### src/rtl/relu_stage_ctrl_pkg.sv
// Shared constants and state encoding for the activation-stage controller,
// also used by the pooling controller.
package relu_stage_ctrl_pkg;

  localparam int unsigned RELU_DATA_WIDTH = 16;
  localparam int unsigned RELU_MAX_DIM    = 64;
  localparam int unsigned RELU_CNT_W      = $clog2(RELU_MAX_DIM + 1);

  typedef enum logic [1:0] {
    ST_IDLE,
    ST_RUN,
    ST_DRAIN,
    ST_DONE
  } state_e;

endpackage

### src/rtl/act_skid_fifo.sv
// Two-entry in-order FIFO holding tagged activation words; push and pop may
// coincide at any occupancy.
module act_skid_fifo #(
  parameter int unsigned W = 18
) (
  input  logic         clk,
  input  logic         rst_n,
  input  logic         push,
  input  logic [W-1:0] wdata,
  input  logic         pop,
  output logic [W-1:0] rdata,
  output logic [1:0]   count
);

  logic [W-1:0] mem_q [2];
  logic [W-1:0] mem_d [2];
  logic         wr_q, wr_d;
  logic         rd_q, rd_d;
  logic [1:0]   count_q, count_d;

  always_comb begin
    mem_d   = mem_q;
    wr_d    = wr_q;
    rd_d    = rd_q;
    count_d = count_q + {1'b0, push} - {1'b0, pop};
    if (push) begin
      mem_d[wr_q] = wdata;
      wr_d        = ~wr_q;
    end
    if (pop) begin
      rd_d = ~rd_q;
    end
  end

  always_ff @(posedge clk or negedge rst_n) begin
    if (!rst_n) begin
      mem_q[0] <= '0;
      mem_q[1] <= '0;
      wr_q     <= 1'b0;
      rd_q     <= 1'b0;
      count_q  <= '0;
    end else begin
      mem_q   <= mem_d;
      wr_q    <= wr_d;
      rd_q    <= rd_d;
      count_q <= count_d;
    end
  end

  assign rdata = mem_q[rd_q];
  assign count = count_q;

endmodule

### src/rtl/relu_stage_ctrl.sv
// Frame controller for the activation stage: ReLU/bypass, row/column tagging,
// negative-input counting and frame completion around a 2-entry output FIFO.
module relu_stage_ctrl
  import relu_stage_ctrl_pkg::*;
#(
  parameter int unsigned DATA_WIDTH = RELU_DATA_WIDTH,
  parameter int unsigned MAX_DIM    = RELU_MAX_DIM,
  parameter int unsigned CNT_W      = $clog2(MAX_DIM + 1)
) (
  input  logic                  clk,
  input  logic                  rst_n,
  input  logic                  start,
  input  logic                  bypass,
  input  logic [CNT_W-1:0]      cfg_cols,
  input  logic [CNT_W-1:0]      cfg_rows,
  input  logic                  in_valid,
  output logic                  in_ready,
  input  logic [DATA_WIDTH-1:0] in_data,
  output logic                  out_valid,
  input  logic                  out_ready,
  output logic [DATA_WIDTH-1:0] out_data,
  output logic                  out_eol,
  output logic                  out_eof,
  output logic                  busy,
  output logic                  done,
  output logic [2*CNT_W-1:0]    neg_count
);

  state_e               state_q, state_d;
  logic                 byp_q, byp_d;
  logic [CNT_W-1:0]     cols_q, cols_d;
  logic [CNT_W-1:0]     rows_q, rows_d;
  logic [CNT_W-1:0]     col_q, col_d;
  logic [CNT_W-1:0]     row_q, row_d;
  logic [2*CNT_W-1:0]   neg_q, neg_d;

  logic                 in_hs, out_hs;
  logic                 last_col, last_pix, in_neg;
  logic [DATA_WIDTH-1:0] act_data;
  logic [DATA_WIDTH+1:0] fifo_rdata;
  logic [1:0]           fifo_count;

  assign in_ready = (state_q == ST_RUN) && (fifo_count != 2'd2);
  assign in_hs    = in_valid && in_ready;
  assign out_hs   = out_valid && out_ready;
  assign in_neg   = in_data[DATA_WIDTH-1];
  assign last_col = (col_q == cols_q - CNT_W'(1));
  assign last_pix = last_col && (row_q == rows_q - CNT_W'(1));
  assign act_data = (byp_q || !in_neg) ? in_data : '0;

  always_comb begin
    state_d = state_q;
    byp_d   = byp_q;
    cols_d  = cols_q;
    rows_d  = rows_q;
    col_d   = col_q;
    row_d   = row_q;
    neg_d   = neg_q;
    case (state_q)
      ST_IDLE: begin
        if (start) begin
          if (cfg_cols != '0 && cfg_rows != '0) begin
            state_d = ST_RUN;
            byp_d   = bypass;
            cols_d  = cfg_cols;
            rows_d  = cfg_rows;
            col_d   = '0;
            row_d   = '0;
            neg_d   = '0;
          end else begin
            state_d = ST_DONE;
          end
        end
      end
      ST_RUN: begin
        if (in_hs) begin
          if (last_col) begin
            col_d = '0;
            row_d = row_q + CNT_W'(1);
          end else begin
            col_d = col_q + CNT_W'(1);
          end
          if (in_neg && neg_q != '1) begin
            neg_d = neg_q + (2*CNT_W)'(1);
          end
          if (last_pix) begin
            state_d = ST_DRAIN;
          end
        end
      end
      ST_DRAIN: begin
        // No pushes happen here, so a pop at count 1 empties the FIFO.
        if (out_hs && fifo_count == 2'd1) begin
          state_d = ST_DONE;
        end
      end
      ST_DONE: state_d = ST_IDLE;
      default: state_d = ST_IDLE;
    endcase
  end

  always_ff @(posedge clk or negedge rst_n) begin
    if (!rst_n) begin
      state_q <= ST_IDLE;
      byp_q   <= 1'b0;
      cols_q  <= '0;
      rows_q  <= '0;
      col_q   <= '0;
      row_q   <= '0;
      neg_q   <= '0;
    end else begin
      state_q <= state_d;
      byp_q   <= byp_d;
      cols_q  <= cols_d;
      rows_q  <= rows_d;
      col_q   <= col_d;
      row_q   <= row_d;
      neg_q   <= neg_d;
    end
  end

  act_skid_fifo #(
    .W(DATA_WIDTH + 2)
  ) u_fifo (
    .clk   (clk),
    .rst_n (rst_n),
    .push  (in_hs),
    .wdata ({last_pix, last_col, act_data}),
    .pop   (out_hs),
    .rdata (fifo_rdata),
    .count (fifo_count)
  );

  assign out_valid                    = (fifo_count != 2'd0);
  assign {out_eof, out_eol, out_data} = fifo_rdata;
  assign busy                         = (state_q != ST_IDLE);
  assign done                         = (state_q == ST_DONE);
  assign neg_count                    = neg_q;

endmodule
### config.mk
export PLATFORM = sky130hd
export DESIGN_NAME = relu_stage_ctrl
export DESIGN_NICKNAME = d
export VERILOG_FILES = /design/src/rtl/relu_stage_ctrl_pkg.sv /design/src/rtl/act_skid_fifo.sv /design/src/rtl/relu_stage_ctrl.sv
export SDC_FILE = /design/constraint.sdc
export NUM_CORES = 1
export LEC_CHECK = 0
export ABC_CLOCK_PERIOD_IN_PS = 2700
export CAP_MARGIN = 15
export CELL_PAD_IN_SITES_DETAIL_PLACEMENT = 1
export CELL_PAD_IN_SITES_GLOBAL_PLACEMENT = 1
export CORE_ASPECT_RATIO = 0.5
export CORE_MARGIN = 2
export CORE_UTILIZATION = 40
export CTS_CLUSTER_DIAMETER = 200
export CTS_CLUSTER_SIZE = 10
export DETAILED_ROUTE_END_ITERATION = 7
export PLACE_DENSITY = 0.74
export SLEW_MARGIN = 30
export SYNTH_ARGS = -nofsm -noshare
export SYNTH_HDL_FRONTEND = slang
export SYNTH_SLANG_ARGS = --single-unit
### constraint.sdc
create_clock -name clk -period 2.7 [get_ports clk]
set_input_delay 0.54 -clock clk [delete_from_list [all_inputs] [get_ports clk]]
set_output_delay 0.54 -clock clk [all_outputs]
set_load 0.02 [all_outputs]
==> results.sh <==
export IMPL_status="completed"
export IMPL_placed_cell_area_um2=5710
export IMPL_setup_slack_ns=0.154
export IMPL_tritoncts="yes"
export IMPL_worst_slew_pin_slew_ns=0.688
export IMPL_syn_area_um2=4600
export IMPL_cp_arrival_ns=2.01
export IMPL_layout_nets=609
export IMPL_dieArea_um2=12400
export IMPL_hpwl_um=8510
export IMPL_regArea_um2=2130
export IMPL_max_stage_delay_ns=0.59
export IMPL_ys_ff_latch=85
export IMPL_grt_use_met3=0.0385
export IMPL_hold_violations=0
export IMPL_p_comb_frac=0.465
export IMPL_slew_viol_final=0
export IMPL_dr_first_iter_drc_count=104
export IMPL_insertion_delay_ns=0.34
export IMPL_drive_gt1_frac=0.184
export IMPL_stdcell_area_um2=6030
export IMPL_finish_utilization=0.544
export IMPL_antennaDiodeCount=0
export IMPL_syn_nets=511
export IMPL_cts_buffers=9
export IMPL_start_util=0.415
export IMPL_max_slew_margin=0.541
export IMPL_grt_pass1_wl_um=19800
export IMPL_p_seq_frac=0.336
export IMPL_ys_top_cells_by_area="dfrtp_1, mux2_2, nand2_1"
export IMPL_p_int_mw=3.80
export IMPL_drc=0
export IMPL_fmax_ghz=0.393
export IMPL_fill_cells=1242
export IMPL_worstPathMaxFanout=17
export IMPL_power_leakage_nw=2.64
export IMPL_critPathRequiredTime_ns=2.16
export IMPL_setup_violations=0
export IMPL_busiest_layer="met2"
export IMPL_ys_flop_type="dfrtp_1"
export IMPL_ys_warn_count=0
export IMPL_grt_use_met1=0.263
export IMPL_p_sw_mw=2.38
export IMPL_htreeDepth=3
export IMPL_antenna_left=0
export IMPL_powerDensity_nw_per_um2=1030
export IMPL_io_pins=72
export IMPL_synthCells=463
export IMPL_port_buffers=71
export IMPL_grt_overflow=0
export IMPL_syn_avg_cell_area_um2=9.93
export IMPL_cts_buffer_depth=2
export IMPL_yosys_area_top_type_share=0.463
export IMPL_synth_edf_count=0
export IMPL_track_usage=0.204
export IMPL_holdBufCountCts=0
export IMPL_post_route_period_util=0.943
export IMPL_wl_per_cell_um=16.6
export IMPL_rsz0062_at_grt="no"
export IMPL_peakVddDrop_mv=0.429
export IMPL_drt_wl_total_um=11800
export IMPL_cp_end_kind="output port"
export IMPL_critPathLaunchType="register"
export IMPL_multi_input_area_um2=2380
export IMPL_cp_cell_sequence="buf_4 > mux2_2 > clkdlybuf4s50_1"
export IMPL_dp_slack_ns=-0.260
export IMPL_yosysTopAreaCell="dfrtp_1"
export IMPL_clkPwrFrac=0.199
export IMPL_p_total_mw=6.19
export IMPL_grt_pass1_vias=3923
export IMPL_synthArstFlopShare=1.00
export IMPL_area_delta_synth_final_pct=31.2
export IMPL_die_h_um=79.8
export IMPL_vias_per_cell=5.23
export IMPL_rows=27
export IMPL_yosysSeqAreaShare=0.463
export IMPL_clock_sinks=85
export IMPL_finalClockSkew_ns=0.00632
export IMPL_antenna_found_initial=0
export IMPL_grt_max_degree=45
export IMPL_maxCapViolations=0
export IMPL_slowest_stage="clkdlybuf4s50_1"
export IMPL_layout_commonest_cell="dfrtp_1"
export IMPL_gp_congestion=0.811
export IMPL_root_buffer="clkbuf_16"
export IMPL_finalNonFillerCells=711
export IMPL_final_cell_mix="dfrtp_1, nand2_1, clkdlybuf4s50_1"
export IMPL_dp_cells=695
export IMPL_die_w_um=156
export IMPL_hold_class="primary input to asynchronous set/reset pin"
export IMPL_critPathKind="register to output port"
export IMPL_fin_hold_ws_ns=0.207
export IMPL_fin_setup_tns_ns=0
export IMPL_synthDistinctLibCells=50
export IMPL_num_vias=3719
export IMPL_grt_use_met2=0.355
export IMPL_first_pass_iters=4
export IMPL_clkTransAtPathRegs_ns=0.07
export IMPL_fin_crit_ns=2.55
export IMPL_core_area_um2=11100
export IMPL_switching_share=0.385
## power groups by stage
stage | Sequential [mW] | Clock, mW | Combinational, mW
after CTS | 2.08 | 1.26 | 2.90
after global placement | 2.08 | 0 | 2.81
after floorplan | 2.01 | 0 | 1.84
after global routing | 2.15 | 1.30 | 3.19
final | 2.08 | 1.23 | 2.88
after detailed placement | 2.10 | 0 | 2.89
## worst paths after layout
path / to / depth (start not counted) / slack (ns) / startpoint
worst max-delay path: out_data[3] / 3 / 0.15 / u_fifo.rd_q
worst min-delay path: rows_q[4] / 1 / 0.21 / rst_n
worst max register to register: neg_count[10] / 8 / 0.26 / state_q[1]
worst min register to register: u_fifo.mem_q[4] / 2 / 0.48 / u_fifo.mem_q[4]
max in group asynchronous: col_q[5] / 2 / 1.83 / rst_n
min in group clk: u_fifo.mem_q[4] / 2 / 0.48 / u_fifo.mem_q[4]
## cell families (layout without fill, tap and decap cells)
group	after synthesis	after routing	share of synthesized area
and+or+nand+nor	177	177	0.199
adders and majority gates	12	12	0.0327
muxes	45	45	0.109
xor gates and xnor gates	26	26	0.0525
AOI/OAI and AO/OA	87	87	0.118
DFF	85	85	0.463
buffers and inverters	31	134	0.0261
## metal layers
| layer | part of all wire | up-vias |
|---|---|---|
| met4 | 0.014 | 0 |
| met2 | 0.47 | 57 |
| met3 | 0.028 | 13 |
| met1 | 0.48 | 1811 |
| met5 | 0 | - |
| li1 | - | 1838 |
## worst max-delay path, delay by kind of cell (launching register included)
| kind | cells | cell delay, ns |
|---|---|---|
| flops | 1 | 0.40 |
| mux | 1 | 0.38 |
| buf+inv | 2 | 0.89 |
## Yosys cell counts, types with 3 or more instances
cell type and n:
a21oi_1 13, and2_1 7, and3_1 4, buf_2 3, clkbuf_1 14, dfrtp_1 85
ha_1 12, inv_1 14, mux2_2 35, mux2i_1 9, nand2_1 76, nand2b_1 4
nand3_1 14, nand4_1 9, nor2_1 21, nor2b_1 3, nor3_1 5, nor4_1 3
nor4_2 3, nor4b_1 3, o211ai_1 3, o21ai_0 52, o31ai_1 4, or2_2 4
or3_1 7, or4_1 6, xnor2_1 16, xor2_1 9
## state kept, by name (all words and copies together), names as in the netlist
register      count
u_fifo.count      2
rows_q            7
u_fifo.wr_q       1
u_fifo.mem_q     36
col_q             7
cols_q            7
byp_q             1
row_q             7
u_fifo.rd_q       1
state_q           2
neg_count        14
## area by class of cell
type | instances | area share
well taps | 145 | 0.0301
flip-flops and latches | 85 | 0.353
clock inverters | 5 | 0.00685
clock buffers | 11 | 0.0419
multi-input cells | 347 | 0.395
repair buffers | 104 | 0.165
inverters | 14 | 0.00871
## repair_timing
action,CTS,global route
gates resized for setup,0,4
setup endpoints to repair,0,4
setup buffers,0,0
(Power assumes the default switching activity.)
